`config.mk`:
```
export PLATFORM = sky130hd
export DESIGN_NAME = iterative_karatsuba_param_flat
export DESIGN_NICKNAME = d
export VERILOG_FILES = /design/src/rtl/iterative_karatsuba_param_if.sv /design/src/rtl/iterative_karatsuba_param.sv /design/src/flat_wrapper.sv
export SDC_FILE = /design/constraint.sdc
export NUM_CORES = 1
export LEC_CHECK = 0
export CORE_MARGIN = 1.5
export CORE_UTILIZATION = 35
export DETAILED_ROUTE_END_ITERATION = 10
export PLACE_DENSITY_LB_ADDON = 0.08
export SLEW_MARGIN = 20
export SYNTH_ARGS = -nofsm -noshare
export SYNTH_HDL_FRONTEND = slang
export SYNTH_SLANG_ARGS = --single-unit
```
`constraint.sdc`:
```
create_clock -name clk -period 15.04 [get_ports clk]
set_input_delay 3.76 -clock clk [delete_from_list [all_inputs] [get_ports clk]]
set_output_delay 3.76 -clock clk [all_outputs]
set_load 0.01 [all_outputs]
```
`src/rtl/iterative_karatsuba_param_if.sv`:
```
// Request/complete bus of the parametrised iterative Karatsuba multiplier.
// signed_mode exists only when KARATSUBA_SIGNED_EN is defined.
interface iterative_karatsuba_param_if #(parameter int N = 32);
   logic           start;
   logic [N-1:0]   a;
   logic [N-1:0]   b;
   logic           busy;
   logic           done;
   logic [2*N-1:0] c;
`ifdef KARATSUBA_SIGNED_EN
   logic           signed_mode;
`endif

   modport master (
      output start, a, b,
      input  busy, done, c
`ifdef KARATSUBA_SIGNED_EN
      , output signed_mode
`endif
   );

   modport slave (
      input  start, a, b,
      output busy, done, c
`ifdef KARATSUBA_SIGNED_EN
      , input signed_mode
`endif
   );
endinterface

```
`src/rtl/iterative_karatsuba_param.sv`:
```
// N x N -> 2N multiplier: one shared H x H multiplier over HI/LO/MID cycles, then COMB.
// Optional two's-complement operands with KARATSUBA_SIGNED_EN.
module iterative_karatsuba_param #(
   parameter int N = 32
) (
   input logic                        clk,
   input logic                        rst,
   iterative_karatsuba_param_if.slave bus
);
   localparam int H = N / 2;

   typedef enum logic [2:0] {
      IDLE = 3'd0, HI = 3'd1, LO = 3'd2, MID = 3'd3, COMB = 3'd4, DONE = 3'd5
   } state_t;

   state_t         state_r, state_nxt_s;
   logic           accept_s;
   logic           busy_nxt_s;
   logic [N-1:0]   a_r, b_r, a_cap_s, b_cap_s;
   logic [N-1:0]   z2_r, z0_r, prod_s;
   logic [N:0]     z1_r, z1_s;
   logic [2*N-1:0] c_r, comb_s, res_s;
   logic           busy_r, done_r;
   logic [H-1:0]   ah_s, al_s, bh_s, bl_s, dx_s, dy_s, mx_s, my_s;
   logic           sgn_s;
`ifdef KARATSUBA_SIGNED_EN
   logic           neg_r, neg_cap_s;
`endif

   // next-state logic; start only matters in IDLE and DONE
   always_comb begin
      state_nxt_s = state_r;
      accept_s    = 1'b0;
      case (state_r)
         IDLE: begin
            if (bus.start) begin
               accept_s    = 1'b1;
               state_nxt_s = HI;
            end else begin
               state_nxt_s = IDLE;
            end
         end
         HI:   state_nxt_s = LO;
         LO:   state_nxt_s = MID;
         MID:  state_nxt_s = COMB;
         COMB: state_nxt_s = DONE;
         DONE: begin
            if (bus.start) begin
               accept_s    = 1'b1;
               state_nxt_s = HI;
            end else begin
               state_nxt_s = IDLE;
            end
         end
         default: state_nxt_s = IDLE;
      endcase
      busy_nxt_s = (state_nxt_s == HI) || (state_nxt_s == LO) ||
                   (state_nxt_s == MID) || (state_nxt_s == COMB);
   end

   // operand capture; signed operands are reduced to magnitudes up front
   always_comb begin
      a_cap_s = bus.a;
      b_cap_s = bus.b;
`ifdef KARATSUBA_SIGNED_EN
      neg_cap_s = bus.signed_mode & (bus.a[N-1] ^ bus.b[N-1]);
      if (bus.signed_mode && bus.a[N-1]) begin
         a_cap_s = ~bus.a + {{(N-1){1'b0}}, 1'b1};
      end else begin
         a_cap_s = bus.a;
      end
      if (bus.signed_mode && bus.b[N-1]) begin
         b_cap_s = ~bus.b + {{(N-1){1'b0}}, 1'b1};
      end else begin
         b_cap_s = bus.b;
      end
`endif
   end

   // shared multiplier: operand select depends on state only
   always_comb begin
      ah_s = a_r[N-1:H];
      al_s = a_r[H-1:0];
      bh_s = b_r[N-1:H];
      bl_s = b_r[H-1:0];
      if (al_s < ah_s) begin
         dx_s = ah_s - al_s;
      end else begin
         dx_s = al_s - ah_s;
      end
      if (bl_s < bh_s) begin
         dy_s = bh_s - bl_s;
      end else begin
         dy_s = bl_s - bh_s;
      end
      sgn_s = (al_s < ah_s) ^ (bl_s < bh_s);
      case (state_r)
         HI:      begin mx_s = ah_s;     my_s = bh_s;     end
         LO:      begin mx_s = al_s;     my_s = bl_s;     end
         MID:     begin mx_s = dx_s;     my_s = dy_s;     end
         default: begin mx_s = {H{1'b0}}; my_s = {H{1'b0}}; end
      endcase
      prod_s = {{H{1'b0}}, mx_s} * {{H{1'b0}}, my_s};
   end

   // middle term and final recombination (2N-bit sum equals the truncated 2N+1-bit sum)
   always_comb begin
      if (sgn_s) begin
         z1_s = {1'b0, z2_r} + {1'b0, z0_r} + {1'b0, prod_s};
      end else begin
         z1_s = {1'b0, z2_r} + {1'b0, z0_r} - {1'b0, prod_s};
      end
      comb_s = {z2_r, {N{1'b0}}} + {{(H-1){1'b0}}, z1_r, {H{1'b0}}} + {{N{1'b0}}, z0_r};
      res_s  = comb_s;
`ifdef KARATSUBA_SIGNED_EN
      if (neg_r) begin
         res_s = ~comb_s + {{(2*N-1){1'b0}}, 1'b1};
      end else begin
         res_s = comb_s;
      end
`endif
   end

   // state, datapath and registered outputs
   always_ff @(posedge clk) begin
      if (rst) begin
         state_r <= IDLE;
         a_r     <= {N{1'b0}};
         b_r     <= {N{1'b0}};
         z2_r    <= {N{1'b0}};
         z0_r    <= {N{1'b0}};
         z1_r    <= {(N+1){1'b0}};
         c_r     <= {(2*N){1'b0}};
         busy_r  <= 1'b0;
         done_r  <= 1'b0;
`ifdef KARATSUBA_SIGNED_EN
         neg_r   <= 1'b0;
`endif
      end else begin
         state_r <= state_nxt_s;
         busy_r  <= busy_nxt_s;
         done_r  <= (state_nxt_s == DONE);
         if (accept_s) begin
            a_r   <= a_cap_s;
            b_r   <= b_cap_s;
`ifdef KARATSUBA_SIGNED_EN
            neg_r <= neg_cap_s;
`endif
         end
         case (state_r)
            HI:      z2_r <= prod_s;
            LO:      z0_r <= prod_s;
            MID:     z1_r <= z1_s;
            COMB:    c_r  <= res_s;
            default: ;
         endcase
      end
   end

   assign bus.busy = busy_r;
   assign bus.done = done_r;
   assign bus.c    = c_r;
endmodule

```
`src/flat_wrapper.sv`:
```
// flat-port wrapper written by rule: the top's interface ports become plain ports
module iterative_karatsuba_param_flat 
#(
   parameter int N = 32
)
  (clk, rst, bus_start, bus_a, bus_b, bus_busy, bus_done, bus_c);
  iterative_karatsuba_param_if #(.N(N)) bus_i ();
  input logic clk;
  input logic rst;
  input wire logic [$bits(bus_i.start)-1:0] bus_start;
  input wire logic [$bits(bus_i.a)-1:0] bus_a;
  input wire logic [$bits(bus_i.b)-1:0] bus_b;
  output wire logic [$bits(bus_i.busy)-1:0] bus_busy;
  output wire logic [$bits(bus_i.done)-1:0] bus_done;
  output wire logic [$bits(bus_i.c)-1:0] bus_c;
  assign bus_i.start = bus_start;
  assign bus_i.a = bus_a;
  assign bus_i.b = bus_b;
  assign bus_busy = bus_i.busy;
  assign bus_done = bus_i.done;
  assign bus_c = bus_i.c;
  iterative_karatsuba_param #(.N(N)) u_core (.clk(clk), .rst(rst), .bus(bus_i));
endmodule
```
[After elaboration in Yosys (flattened, before gate mapping)]
Index checks and enable logic that the tools add are counted.
Word-level totals
  input port bits: 67
  memories kept: 0
  word-level logic and storage cells: 46
  RAM bits: 0
  output and inout bits: 66
  memory bits (read-only): 0
  flip-flop bits (word level): 230
  bits in latches: 0
Cells by class
  add/sub/neg operators: 9
  div/mod/pow operators: 0
  equal/unequal tests: 10
  multipliers: 1
  reduce and logical (&&, ||, !) cells: 5
  shift-type cells: 0
  bitwise operators: 1
  multiplexer cells: 9
  magnitude comparators: 2
Operators by type and width (count)
  case mux 16 bit (3 select lines): 2
  adder 64 x 32 -> 64 bit: 1
  adder 64 x 49 -> 64 bit: 1
  subtractor 16 bit: 4
  adder 32 x 32 -> 33 bit: 1
  adder 33 x 32 -> 33 bit: 1
  2-to-1 mux 33 bit: 1
  subtractor 33 x 32 -> 33 bit: 1
  < comparator 16 bit: 2
  multiplier 16 x 16 -> 32 bit: 1
  2-to-1 mux 16 bit: 2
  case mux 3 bit (5 select lines): 1
  equality test 3 x 2 -> 1 bit (second input constant): 4
  equality test 3 bit (second input constant): 4
  equality test 3 x 1 -> 1 bit (second input constant): 2
  zero test 3 bit: 1
  logical OR 1 bit: 3
  2-to-1 mux 1 bit: 3
  OR reduction 2 bit: 1
  XOR 1 bit: 1

[Longest topological paths before layout]
  depth after elaboration: 7
  mapped depth: 52

[Least setup slack after synthesis]
Ideal clock, no wire load.
  path kind: register to register
  from: reg u_core.b_r[8]
  to: reg u_core.z1_r[32]
  setup slack: 3.912 ns
  setup time: 0.079 ns
  data required time: 14.961 ns
  stages on the path, launching flop included: 44
  data arrival time: 11.049 ns
  path through: dfxtp_1 > inv_1 > ha_1 > buf_2 > nand4_1 > o21ai_0 > o22ai_1 > a21oi_1 > buf_2 > mux2i_1 > xor2_1 > a222oi_1 > buf_2 > nor2_1 > fa_1 > inv_1 > fa_1 > fa_1 > [... 8 more ...] > a21o_1 > a221oi_1 > a21bo_2 > a221oi_1 > nand4bb_1 > o21ai_0 > xnor2_1 > ha_1 > nand4_1 > nor4_1 > o311ai_0 > and2_1 > o21a_1 > o21ai_0 > a311oi_1 > xnor2_1 > or4b_1 > o211ai_1
On the way
  longest elaborated chain between the ends: 6
  elaborated cells between the ends (all ways): 10
RTL lines
  start: declaration: RTL line iterative_karatsuba_param.sv:19  | logic [N-1:0] a_r, b_r, a_cap_s, b_cap_s;
  start signal: assignment: RTL line iterative_karatsuba_param.sv:129  | b_r <= {N{1'b0}};
  start signal: assignment: RTL line iterative_karatsuba_param.sv:145  | b_r <= b_cap_s;
  subtractor 16 bit, or another cell as far along: RTL line iterative_karatsuba_param.sv:94  | dy_s = bl_s - bh_s;
  2-to-1 mux 16 bit: RTL line iterative_karatsuba_param.sv:91  | if (bl_s < bh_s) begin
  case mux 16 bit (3 select lines): RTL line iterative_karatsuba_param.sv:97  | case (state_r)
  multiplier 16 x 16 -> 32 bit: RTL line iterative_karatsuba_param.sv:103  | prod_s = {{H{1'b0}}, mx_s} * {{H{1'b0}}, my_s};
  subtractor 33 x 32 -> 33 bit / adder 33 x 32 -> 33 bit (equally long branches): RTL line iterative_karatsuba_param.sv:111, iterative_karatsuba_param.sv:109
  2-to-1 mux 33 bit *: RTL line iterative_karatsuba_param.sv:108  | if (sgn_s) begin
  end signal: assignment: RTL line iterative_karatsuba_param.sv:132  | z1_r <= {(N+1){1'b0}};
  end signal: assignment: RTL line iterative_karatsuba_param.sv:153  | MID: z1_r <= z1_s;
  end: declaration: RTL line iterative_karatsuba_param.sv:21  | logic [N:0] z1_r, z1_s;
Mark *: on every way between the ends. The rest lies on a longest branch, timed or not.
A chain may end at the register's enable or synchronous reset.

[Final worst setup path]
  from: reg u_core.b_r[11]
  to: reg u_core.z1_r[32]
Same word-level chain as after synthesis.

==> impl_summary.log <==
INFO  metric run_status = finished, final reports clean
INFO  metric die_area = 0.07591 mm^2
INFO  metric grt_util_all_layers = 0.2358
INFO  metric grt_first_pass_wirelength = 139100 um
INFO  metric tritoncts = yes
INFO  metric clock-root-buffer = sky130_fd_sc_hd__clkbuf_16
INFO  metric dp_hpwl = 71060 um
INFO  metric routedWlPerCell = 20.40 um
INFO  metric worstSetupStartpointType = flip-flop
INFO  metric synth_top_cells_by_area = sky130_fd_sc_hd__dfxtp_1, sky130_fd_sc_hd__fa_1, sky130_fd_sc_hd__ha_1
INFO  metric hold_viol_final = 0
INFO  metric cp.arrival = 13090 ps
INFO  metric initial_antenna_violation_count = 1
INFO  metric drtPass1Iterations = 5
INFO  metric areaGrowthSynthToFinish = 12.90%
INFO  metric synth.top_cell.area_share = 0.1771
INFO  metric die_width = 275.5 um
INFO  metric postSynthAreaPerCell = 7.750 um^2
INFO  metric mappedNetlistNets = 3888
INFO  metric post_cts_buffers = 0
INFO  metric grt_util_met2 = 0.4337
INFO  metric critical_path.max_stage_delay = 620 ps
INFO  metric gr-usage-met1 = 0.2911
INFO  metric worst_pin_slew = 1086 ps
INFO  metric drv.max_cap_violation_count = 0
INFO  metric pwr-share-clk = 0.295
INFO  metric portBuffers = 132
INFO  metric number_of_distinct_standard_cells_referenced_by_the_synthesized_netlist = 87
INFO  metric crit_path_top_delay_cell = sky130_fd_sc_hd__a221oi_1
INFO  metric grt_start_max_net_pins = 113
INFO  metric ioPinCount = 133
INFO  metric grt_remaining_overflow = 0
INFO  metric grt_setup_unrepaired = no
INFO  metric clock-sinks = 230
INFO  metric post_synth_inst_count = 3354
INFO  metric routed_wl = 89470 um
INFO  metric initialDrtViolationCount = 1423
INFO  metric synthDominantAreaCellType = sky130_fd_sc_hd__dfxtp_1
INFO  metric p_sw_frac = 0.4201
INFO  metric highest_count_cells_in_the_layout_ignoring_fill_and_taps = sky130_fd_sc_hd__nand2_1, sky130_fd_sc_hd__a21oi_1, sky130_fd_sc_hd__inv_1
INFO  metric clock-skew-final = 28.60 ps
INFO  metric share_comb_of_total_power = 0.459
INFO  metric post_route_cells_drive_above_1_share = 0.04204
INFO  metric synth-edff-count = 0
INFO  metric ys_seq_elements = 230
INFO  metric final_antenna_net_count = 0
INFO  metric cts_inserted_buffers = 31
INFO  metric clock_path_buffers = 3
INFO  metric power_frac_seq = 0.246
INFO  metric final-instance-count-excl-fill = 4385
INFO  metric static-leakage-power = 0.01311 uW
INFO  metric critical_path_required = 15580 ps
INFO  metric globalplace.congestion = 0.8945
INFO  metric switching_power = 1155 uW
INFO  metric cp-end-kind = flip-flop
INFO  metric std_cell_rows = 99
INFO  metric worstHoldPathType = reg -> reg
INFO  metric ys.flop_type = sky130_fd_sc_hd__dfxtp_1
INFO  metric cts_htree_levels = 1
INFO  metric fin_setup_tns = 0 ps
INFO  metric final-max-slew-violation-count = 0
INFO  metric max_slew_headroom = 0.2761
INFO  metric highest_clock_frequency_the_design_can_meet = 0.07967 GHz
INFO  metric start_util = 0.3551
INFO  metric cts_repair_resize_count = 0
INFO  metric post_cts_hold_buffer_count = 0
INFO  metric grt_pass1_vias = 23880
INFO  metric grt_busiest_layer = met2
INFO  metric num_vias = 23270
INFO  metric portion_of_the_post_synthesis_area_used_by_sequential_elements = 0.1771
INFO  metric syn-cell-area = 0.02599 mm^2
INFO  metric final-setup-viol-count = 0
INFO  metric worst_path_most_repeated_cell = sky130_fd_sc_hd__fa_1
INFO  metric path_class = reg -> reg
INFO  metric period_minus_slack = 12550 ps
INFO  metric chipHeight = 275.5 um
INFO  metric internal_power = 1593 uW
INFO  metric power_density = 93.63 mW/mm^2
INFO  metric post-place-cells = 4327
INFO  metric total_number_of_yosys_warnings = 0
INFO  metric worst-path-max-fanout = 16
INFO  metric postSynth.asyncResetShare = 0
INFO  metric peakVddDrop = 0.00008989 V
INFO  metric viasPerCell = 5.307
INFO  metric core = 0.07321 mm^2
INFO  metric num-nets-final = 3935
INFO  metric globalRouteMet3Util = 0.01966
INFO  metric layout_commonest_cell = sky130_fd_sc_hd__nand2_1
INFO  metric clock_insertion_delay_worst_skew = 610 ps
INFO  metric clkSlewWorstSetupHoldPaths = 60 ps
INFO  metric final.period_utilization = 0.8346
INFO  metric remaining_drc_errors = 0
==> worst max-delay path: cells and delay by family, from the launching register on <==
family                     cells  cell delay, ps
and+or+nand+nor               13            2630
adders and majority gates      9            4440
xor gates and xnor gates       3             450
buffers and inverters          6             850
DFF                            1             380
AOI/OAI and AO/OA             13            3680
==> power by group through the flow <==
stage | Sequential (uW) | Combinational [uW] | Clock, uW
final | 676 | 1260 | 810
after CTS | 677 | 1270 | 833
after global routing | 680 | 1390 | 854
after detailed placement | 690 | 1260 | 0
after floorplan | 675 | 888 | 0
after global placement | 688 | 1260 | 0
==> metal layers <==
metal / part of all wire / wire length, um
met1: 0.44 / 39620
met2: 0.50 / 44900
met3: 0.025 / 2194
met4: 0.031 / 2739
met5: 0.00015 / 13
==> state kept, by name, summed over array words and instances, names as in the netlist, 3 cells and up <==
register / flops
u_core.state_r: 3
u_core.z1_r: 33
u_core.bus.c: 64
u_core.a_r: 32
u_core.z2_r: 32
u_core.z0_r: 32
u_core.b_r: 32
==> cells by family (layout without fill, tap and decap cells) <==
logic type               after synthesis  in the layout  synth area share
flip-flops                           230            230            0.1771
buffers and inverters                490            561           0.07239
AND/OR/NAND/NOR                     1125           1125            0.1947
AO/OA/AOI/OAI                        845            845            0.2047
other                                  0              1                 0
adder cells (fa/ha/maj)              467            467            0.2828
multiplexers                          25             25           0.01001
XOR/XNOR                             172            172           0.05824
==> cell type report <==
cell class / instances / area (um^2)
tap: 959 / 1200
clock inverter: 19 / 247.7
antenna: 1 / 2.502
timing repair buffer: 173 / 1630
sequential: 230 / 4604
inverter: 331 / 1242
multi-input combinational: 2634 / 19560
fill: 7568 / 43860
clock buffer: 38 / 862.1
==> through the flow <==
stage	power [uW]	utilization	hold slack, ps	setup slack (ps)	cell area [um^2]
3_3_place_gp	1953	0.3857	437.7	2738	28230
6_report	2748	0.4009	447.5	2488	29350
2_1_floorplan	1563	-	436.2	3912	25990
3_5_place_dp	1949	0.3857	445.4	2570	28240
4_1_cts	2777	0.4009	452.0	2520	29350
5_1_grt	2919	0.4009	466.2	1596	29350
==> cell usage after synthesis (all sizes together), types with 33 or more instances <==
master	count
a21o	105
xor2	65
and2	44
nand2	539
inv	331
nor2	263
xnor2	107
buf	44
dfxtp	230
fa	201
nand2b	46
nor2b	41
a21oi	352
ha	266
clkbuf	115
nor3	33
a211oi	57
o21ai	112
nand3	37
==> final timing paths <==
| check | startpoint | end | slack, ps | cells past startpoint |
|---|---|---|---|---|
| min | u_core.bus.c[34]$_SDFFE_PP0P_ | u_core.bus.c[34]$_SDFFE_PP0P_ | 450 | 2 |
| max reg2reg | u_core.b_r[11]$_SDFFE_PP0P_ | u_core.z1_r[32]$_SDFFE_PP0N_ | 2490 | 44 |
| max | u_core.b_r[11]$_SDFFE_PP0P_ | u_core.z1_r[32]$_SDFFE_PP0N_ | 2490 | 44 |
| min reg2reg | u_core.bus.c[34]$_SDFFE_PP0P_ | u_core.bus.c[34]$_SDFFE_PP0P_ | 450 | 2 |
No activity file was read; power rests on OpenSTA's default activity.
